### src/rtl/max2769_cfg_seq.sv
// MAX2769 configuration sequencer: ten-word shadow register file and a 3-wire
// serialiser that reprograms the front end after reset and on START.
module max2769_cfg_seq #(
  parameter int unsigned NUM_REGS  = 10,
  parameter int unsigned SCLK_HALF = 4
) (
  input  logic        MCU_CLK,
  input  logic        RESET_N,
  input  logic        START,
  input  logic        WR_EN,
  input  logic [3:0]  WR_ADDR,
  input  logic [27:0] WR_DATA,
  output logic        CFG_CS_N,
  output logic        CFG_SCLK,
  output logic        CFG_SDATA,
  output logic        BUSY,
  output logic        DONE,
  output logic        SAMPLE_EN
);

  typedef enum logic [2:0] {
    ST_IDLE   = 3'd0,
    ST_LOAD   = 3'd1,
    ST_SHIFT  = 3'd2,
    ST_GAP    = 3'd3,
    ST_FINISH = 3'd4
  } state_t;

  localparam logic [8:0] DIV_HALF_C = 9'(SCLK_HALF - 1);
  localparam logic [8:0] DIV_FULL_C = 9'(2 * SCLK_HALF - 1);
  localparam logic [3:0] LAST_IDX_C = 4'(NUM_REGS - 1);
  localparam logic [4:0] LAST_BIT_C = 5'd31;

  function automatic logic [27:0] default_word(input logic [3:0] addr);
    case (addr)
      4'd0:    default_word = 28'hA2919A3;
      4'd1:    default_word = 28'h0550288;
      4'd2:    default_word = 28'hEAFF1DC;
      4'd3:    default_word = 28'h9EC0008;
      4'd4:    default_word = 28'h0C00080;
      4'd5:    default_word = 28'h8000070;
      4'd6:    default_word = 28'h8000000;
      4'd7:    default_word = 28'h10061B2;
      4'd8:    default_word = 28'h1E0F401;
      4'd9:    default_word = 28'h14C0402;
      default: default_word = 28'h0000000;
    endcase
  endfunction

  state_t      state_r;
  logic [3:0]  idx_r;
  logic [31:0] shift_r;
  logic [8:0]  div_cnt_r;
  logic [4:0]  bit_cnt_r;
  logic        cs_n_r;
  logic        sclk_r;
  logic        sdata_r;
  logic        busy_r;
  logic        done_r;
  logic        sample_en_r;
  logic        pending_r;
  logic        auto_start_r;
  logic [27:0] shadow_r [NUM_REGS];

  logic        start_s;
  logic [3:0]  load_idx_s;
  logic [27:0] load_word_s;

  // Out-of-range addresses match no word, so such writes fall through silently.
  for (genvar g = 0; g < NUM_REGS; g++) begin : g_shadow
    // one shadow word: datasheet default at reset, MCU write otherwise
    always_ff @(posedge MCU_CLK or negedge RESET_N) begin
      if (!RESET_N) begin
        shadow_r[g] <= default_word(4'(g));
      end else if (WR_EN && (WR_ADDR == 4'(g))) begin
        shadow_r[g] <= WR_DATA;
      end else begin
        shadow_r[g] <= shadow_r[g];
      end
    end
  end

  assign start_s = START | auto_start_r;

  // word and address the next frame will carry; GAP pre-selects the next index
  always_comb begin
    load_idx_s  = idx_r;
    load_word_s = 28'h0000000;
    if (state_r == ST_GAP) begin
      load_idx_s = idx_r + 4'd1;
    end else begin
      load_idx_s = idx_r;
    end
    if (32'(load_idx_s) < NUM_REGS) begin
      load_word_s = shadow_r[load_idx_s];
    end else begin
      load_word_s = 28'h0000000;
    end
  end

  // sequencer: state, frame timing, serial pins and status flags
  always_ff @(posedge MCU_CLK or negedge RESET_N) begin
    if (!RESET_N) begin
      state_r      <= ST_IDLE;
      idx_r        <= 4'd0;
      shift_r      <= 32'h0000_0000;
      div_cnt_r    <= 9'd0;
      bit_cnt_r    <= 5'd0;
      cs_n_r       <= 1'b1;
      sclk_r       <= 1'b0;
      sdata_r      <= 1'b0;
      busy_r       <= 1'b0;
      done_r       <= 1'b0;
      sample_en_r  <= 1'b0;
      pending_r    <= 1'b0;
      auto_start_r <= 1'b1;
    end else begin
      auto_start_r <= 1'b0;
      done_r       <= 1'b0;
      if (start_s && (state_r != ST_IDLE)) begin
        pending_r <= 1'b1;
      end
      case (state_r)
        ST_IDLE: begin
          idx_r <= 4'd0;
          if (start_s) begin
            state_r <= ST_LOAD;
          end
        end
        ST_LOAD: begin
          shift_r     <= {load_word_s, load_idx_s};
          sdata_r     <= load_word_s[27];
          cs_n_r      <= 1'b0;
          sclk_r      <= 1'b0;
          busy_r      <= 1'b1;
          sample_en_r <= 1'b0;
          div_cnt_r   <= 9'd0;
          bit_cnt_r   <= 5'd0;
          state_r     <= ST_SHIFT;
        end
        ST_SHIFT: begin
          if (div_cnt_r == DIV_FULL_C) begin
            div_cnt_r <= 9'd0;
            sclk_r    <= 1'b0;
            if (bit_cnt_r == LAST_BIT_C) begin
              cs_n_r  <= 1'b1;
              sdata_r <= 1'b0;
              state_r <= ST_GAP;
            end else begin
              bit_cnt_r <= bit_cnt_r + 5'd1;
              shift_r   <= {shift_r[30:0], 1'b0};
              sdata_r   <= shift_r[30];
            end
          end else begin
            div_cnt_r <= div_cnt_r + 9'd1;
            if (div_cnt_r == DIV_HALF_C) begin
              sclk_r <= 1'b1;
            end
          end
        end
        ST_GAP: begin
          if (div_cnt_r == DIV_FULL_C) begin
            div_cnt_r <= 9'd0;
            if (idx_r == LAST_IDX_C) begin
              // a pending re-run keeps BUSY high straight through FINISH
              done_r  <= 1'b1;
              busy_r  <= pending_r | start_s;
              state_r <= ST_FINISH;
            end else begin
              // next frame starts on this edge so each word takes exactly 66H
              idx_r     <= load_idx_s;
              shift_r   <= {load_word_s, load_idx_s};
              sdata_r   <= load_word_s[27];
              cs_n_r    <= 1'b0;
              sclk_r    <= 1'b0;
              bit_cnt_r <= 5'd0;
              state_r   <= ST_SHIFT;
            end
          end else begin
            div_cnt_r <= div_cnt_r + 9'd1;
          end
        end
        ST_FINISH: begin
          idx_r     <= 4'd0;
          pending_r <= 1'b0;
          if (pending_r || start_s) begin
            state_r <= ST_LOAD;
          end else begin
            state_r     <= ST_IDLE;
            sample_en_r <= 1'b1;
          end
        end
        default: begin
          state_r     <= ST_IDLE;
          idx_r       <= 4'd0;
          pending_r   <= 1'b0;
          busy_r      <= 1'b0;
          sample_en_r <= 1'b0;
          cs_n_r      <= 1'b1;
          sclk_r      <= 1'b0;
          sdata_r     <= 1'b0;
        end
      endcase
    end
  end

  assign CFG_CS_N  = cs_n_r;
  assign CFG_SCLK  = sclk_r;
  assign CFG_SDATA = sdata_r;
  assign BUSY      = busy_r;
  assign DONE      = done_r;
  assign SAMPLE_EN = sample_en_r;

endmodule
### config.mk
export PLATFORM = sky130hd
export DESIGN_NAME = max2769_cfg_seq
export DESIGN_NICKNAME = d
export VERILOG_FILES = /design/src/rtl/max2769_cfg_seq.sv
export SDC_FILE = /design/constraint.sdc
export NUM_CORES = 1
export LEC_CHECK = 0
export CAP_MARGIN = 5
export CORE_UTILIZATION = 50
export CTS_BUF_LIST = sky130_fd_sc_hd__clkbuf_16
export DETAILED_ROUTE_END_ITERATION = 10
export GPL_TIMING_DRIVEN = 0
export PLACE_DENSITY = 0.65
export REMOVE_ABC_BUFFERS = 1
export SLEW_MARGIN = 20
export SYNTH_ARGS = -nofsm -noshare
export SYNTH_HDL_FRONTEND = slang
export SYNTH_SLANG_ARGS = --single-unit
### constraint.sdc
create_clock -name MCU_CLK -period 4.13 [get_ports MCU_CLK]
set_clock_uncertainty 0.05 [all_clocks]
set_input_delay 1.0325 -clock MCU_CLK [delete_from_list [all_inputs] [get_ports MCU_CLK]]
set_output_delay 1.0325 -clock MCU_CLK [all_outputs]
set_load 0.05 [all_outputs]
After elaboration in Yosys (flattened, before gate mapping):

Index checks and enable logic that the tools add are counted.

* register bits after elaboration: 340
* input bits: 36
* word-level logic and storage cells: 143
* output and inout bits: 6

* $lt $le $gt $ge: 2
* bitwise gates (word level): 7
* equal/unequal tests: 27
* muxes and demuxes: 50
* add/sub/neg operators: 3
* reductions and logical operators: 31

Operator list (count)
* $mux W31: 4
* $bmux W28 S4: 1
* $pmux W31 S3: 1
* $mux W28: 3
* $mux W5: 4
* $mux W1: 19
* $pmux W9 S2: 1
* $eq A4 B3 Y1 const B: 4
* $mux W3: 5
* $pmux W3 S5: 1
* $pmux W5 S3: 1
* $eq A4 B4 Y1 const B: 3
* $mux W4: 3
* $ne A2 B2 Y1 const B: 6
* $reduce_and A4 Y1: 3
* $logic_and A1 B1 Y1: 11
* $reduce_and A5 Y1: 2
* $add A9 B1 Y9 const B: 1
* $eq A9 B2 Y1 const B: 1
* $eq A9 B3 Y1 const B: 1
* $mux W9: 1
* $eq A4 B2 Y1 const B: 2
* $pmux W1 S4: 2
* $pmux W4 S2: 1
* 26 further kinds: 39

Depth between registers and ports, before layout:

* depth in word-level cells: 10
* depth in mapped cells: 15
* gate-level depth less buffers: 7

Least setup slack after synthesis:

Ideal clock, no wire load.

* kind: flip-flop to flip-flop
* start: register idx_r[1]
* end: register shift_r[11]
* stages on the path, launching flop included: 16
* slack: 0.928 ns
* library setup time: 0.127 ns
* arrival time: 3.025 ns
* period minus slack after synthesis: 3.202 ns
* cell sequence: dfrtp_1 buf_2 buf_2 buf_2 buf_2 inv_1 ha_1 clkbuf_1 nand4bb_1 clkbuf_1 o22a_1 buf_2 clkbuf_1 o22a_1 a211oi_1 nor3_2

* word-level cells in the longest chain between the ends: 10
* elaborated cells between the ends (all ways): 14
* those cells by class: 1 x add/sub; 1 x order compare; 2 x eq/ne; 8 x mux; 1 x bitwise; 1 x reduce/logical

Ends and longest elaborated chain
* start: declaration: line 51 `logic [3:0] idx_r;`
* start signal: assignment: line 171 `idx_r <= load_idx_s;`
* $add A4 B1 Y4: line 90 `load_idx_s = idx_r + 4'd1;`
* $mux W4: line 89 `if (state_r == ST_GAP) begin`
* $not A4 Y5 (implied by the code): line 95 `load_word_s = shadow_r[load_idx_s];`
* $bmux W28 S4: line 95
* $mux W28 (implied by the code) (2 in series): line 95
* $mux W28: line 94 `if (32'(load_idx_s) < NUM_REGS) begin`
* $mux W31: line 164 `if (idx_r == LAST_IDX_C) begin`
* $mux W31: line 162 `if (div_cnt_r == DIV_FULL_C) begin`
* $pmux W31 S3: line 123 `case (state_r)`
* end signal: assignment: line 131 `shift_r <= {load_word_s, load_idx_s};`
* end signal: assignment: line 151 `shift_r <= {shift_r[30:0], 1'b0};`
* end signal: assignment: line 172 `shift_r <= {load_word_s, load_idx_s};`
* end: declaration: line 52 `logic [31:0] shift_r;`

Parallel ways exist; a longest one is shown, timed or not. The select of a mux whose other input is x is not followed.
A chain may end at the register's enable or synchronous reset.

Final worst setup path:

* start: register idx_r[0]
* end: register shift_r[24]

The elaborated chain is that of the path after synthesis.

==> impl_metrics.tcl <==
set metrics [dict create \
    p_int_mw 6.76 \
    rows 71 \
    finalCritPeriodShare_pct 95.0 \
    synth.yosys.seq_area_share_pct 45.0 \
    grt_pass1_vias 14100 \
    syn_area_sq_mm 0.0191 \
    setup_slack_ns 0.206 \
    die_area_sq_mm 0.0390 \
    die_w_um 198 \
    yosysTopAreaCellShare_pct 34.0 \
    p_leak_nw 8.57 \
    drcViolationCount 0 \
    criticalPathCategory "reg2reg" \
    grt_usage_pct 26.5 \
    power.switching_mw 2.38 \
    clkSinkCount 340 \
    dpl-instance-area_sq_mm 0.0204 \
    crit_path_max_fanout 62 \
    endpoint_kind "flip-flop" \
    setup-violations-final 0 \
    die_y_um 198 \
    sw_frac_of_total_pct 26.0 \
    synthFlopType "dfrtp_1" \
    cts.clk_slew.worst_paths_ns 0.06 \
    maxCapViolations 0 \
    nNetsFinal 1642 \
    p_per_area_mw_per_mm2 424 \
    final_antenna_net_count 0 \
    cts_tree "done" \
    overflow 0 \
    ys_ff_latch 340 \
    r2r_end "shift_r[24]$_DFFE_PN0P_" \
    cts_made_buffers 38 \
    first_pass_iters 5 \
    final_area_sq_mm 0.0215 \
    pre_cts_slack_ns -0.110 \
    seq_power_share_pct 49.8 \
    synthTopCellsByArea "dfrtp_1, mux2_2, dfstp_2, mux2i_1, mux4_2" \
    total_power_mw 9.14 \
    min_period_ns 3.92 \
    synth_common_cells "mux2_2, dfrtp_1, mux2i_1" \
    syn_avg_cell_area_sq_um 11.5 \
    crit_required_ns 4.51 \
    fmax_mhz 255 \
    synth_top_area_cell "dfrtp_1" \
    grt_pass1_wl_um 80500 \
    postCtsHoldBufs 0 \
    area_delta_synth_final_pct 12.7 \
    min_path_type "in2async" \
    place_congestion 0.785 \
    worstMarginPinSlew_ns 1.05 \
    finalHoldViolations 0 \
    postCtsSetupBuffers 0 \
    grt_max_degree 97 \
    synthArstFlopShare_pct 100 \
    relSlewSlack_pct 30.2 \
    p_clk_share_pct 34.2 \
    start_util_pct 50.7 \
    ios 42 \
    antenna_found_initial 0 \
    utilization_pct 57.2 \
    vias 14000 \
    post-dp-hpwl_um 31400 \
    io_buffers 41 \
    insertedDiodeCount 0 \
    drt-total-wl_um 50600 \
    syn_inst 1655 \
    rsz0062_at_grt "false" \
    drive_above_1_share_pct 35.0 \
    yosysUniqueCellTypes 64 \
    core_sq_mm 0.0377 \
    dp_cells 2071 \
    synth_edf_count 0 \
    vdd_drop_max_uv 269 \
    finalMaxSlewViolations 0 \
    crit_path_start_kind "flip-flop" \
    run_status "finished, final reports clean" \
    reg2reg_from "idx_r[0]$_DFFE_PN0P_" \
    post_drt_wl_per_cell_um 23.6 \
    arrival_ns 4.30 \
    clock_path_buffers 3 \
    combPwrFrac_pct 16.0 \
    root_buffer "clkbuf_16" \
    final_cells 2142 \
    r2r_cells 8 \
    synth_most_common_cell "mux2_2" \
    h-tree-depth 2 \
    synth_warnings 0 \
    via_per_inst 6.54 \
    r2r_setup_slack_ns 0.21 \
    clock_latency_ns 0.55 \
    drt-initial-drc-count 1121 \
]
==> how the worst max path moves through the flow <==
| stage | start | slack, ns | end |
|---|---|---|---|
| 2_1_floorplan | idx_r[1]$_DFFE_PN0P_ | -3.72 | shift_r[17]$_DFFE_PN0P_ |
| 3_3_place_gp | RESET_N | -13.08 | shadow_r[172]$_DFFE_PN0P_ |
| 3_5_place_dp | idx_r[0]$_DFFE_PN0P_ | -0.11 | shift_r[24]$_DFFE_PN0P_ |
| 4_1_cts | idx_r[0]$_DFFE_PN0P_ | 0.04 | shift_r[24]$_DFFE_PN0P_ |
| 5_1_grt | idx_r[0]$_DFFE_PN0P_ | 0.05 | shift_r[11]$_DFFE_PN0P_ |
| 6_report | idx_r[0]$_DFFE_PN0P_ | 0.21 | shift_r[24]$_DFFE_PN0P_ |
==> metal layers <==
metal	up-vias	wire length, um	GRT usage (%)
met5	-	0	0
met4	0	1270	7.69
met3	89	2880	3.62
met2	481	23300	42.1
met1	7263	23100	37.7
li1	6185	-	-
==> area by class of cell <==
type / count / area (sq um)
repair buffers: 86 / 1290
clock inverters: 32 / 180
inverters: 4 / 15.0
clock buffers: 38 / 951
well taps: 511 / 639
fillers: 3195 / 16100
multi-input cells: 1131 / 9860
flip-flops and latches: 340 / 8620
==> power groups by stage <==
stage                     combinational (mW)  clock [mW]  sequential, mW
after CTS                               1.48        3.19            4.54
after global routing                    1.61        3.34            4.64
after detailed placement                1.48           0            4.59
after global placement                  1.39           0            4.56
after floorplan                         1.13           0            4.47
final                                   1.47        3.12            4.55
==> repair_timing <==
action,in CTS,in global routing
pin swaps,0,1
gates cloned,0,1
gates resized for setup,1,0
setup endpoints to repair,26,26
==> flip-flops by register name, summed over array words and instances (netlist names) <==
name	count
CFG_CS_N	1
idx_r	4
shift_r	31
bit_cnt_r	5
CFG_SCLK	1
BUSY	1
DONE	1
pending_r	1
SAMPLE_EN	1
state_r	3
div_cnt_r	9
auto_start_r	1
CFG_SDATA	1
shadow_r	280
==> critical path, cell delays in order (launching register included) <==
cell and delay (ns):
dfrtp_4 0.69, buf_12 0.28, buf_12 0.27, ha_4 0.51, buf_16 0.34, nand3_2 0.76, o22a_1 0.50, a211oi_1 0.29
nor3_2 0.06
==> cells by family after synthesis <==
family	Yosys count	synth area share, %
AO/OA/AOI/OAI	358	12.8
XOR/XNOR	4	0.183
adder cells (fa/ha/maj)	5	0.327
buffers and inverters	185	4.15
flip-flops	340	45.0
multiplexers	457	27.8
other	1	0.0196
AND/OR/NAND/NOR	305	9.62
==> metrics by stage <==
stage / setup TNS [ns] / hold slack (ns)
after global routing: 0 / 0.373
after CTS: 0 / 0.341
final: 0 / 0.340
after global placement: -4588.68 / 0.417
after detailed placement: -1.42 / 0.422
after floorplan: -129.59 / 0.395
==> layout by cell type (no fill, tap or decap), types with 6 or more instances in the layout <==
cell and count:
a31oi_1 29, nand3_1 41, nand2_1 26, dfstp_2 80, clkbuf_16 38, a211oi_1 75, and3_1 7, mux4_2 29
buf_16 18, mux2i_1 120, buf_12 9, buf_6 8, o21ai_0 77, nand3b_1 32, o22ai_1 82, nor4_1 28
clkinv_2 6, a21oi_1 12, nor2_1 14, dfrtp_1 258, a211oi_2 8, buf_4 6, mux2_2 308, inv_1 15
and2_1 29, nor2b_1 31, o211ai_1 28, nor3_1 43, nor3_2 14, o22a_1 26, clkinv_1 10, clkdlybuf4s50_1 40
(Power assumes the default switching activity.)
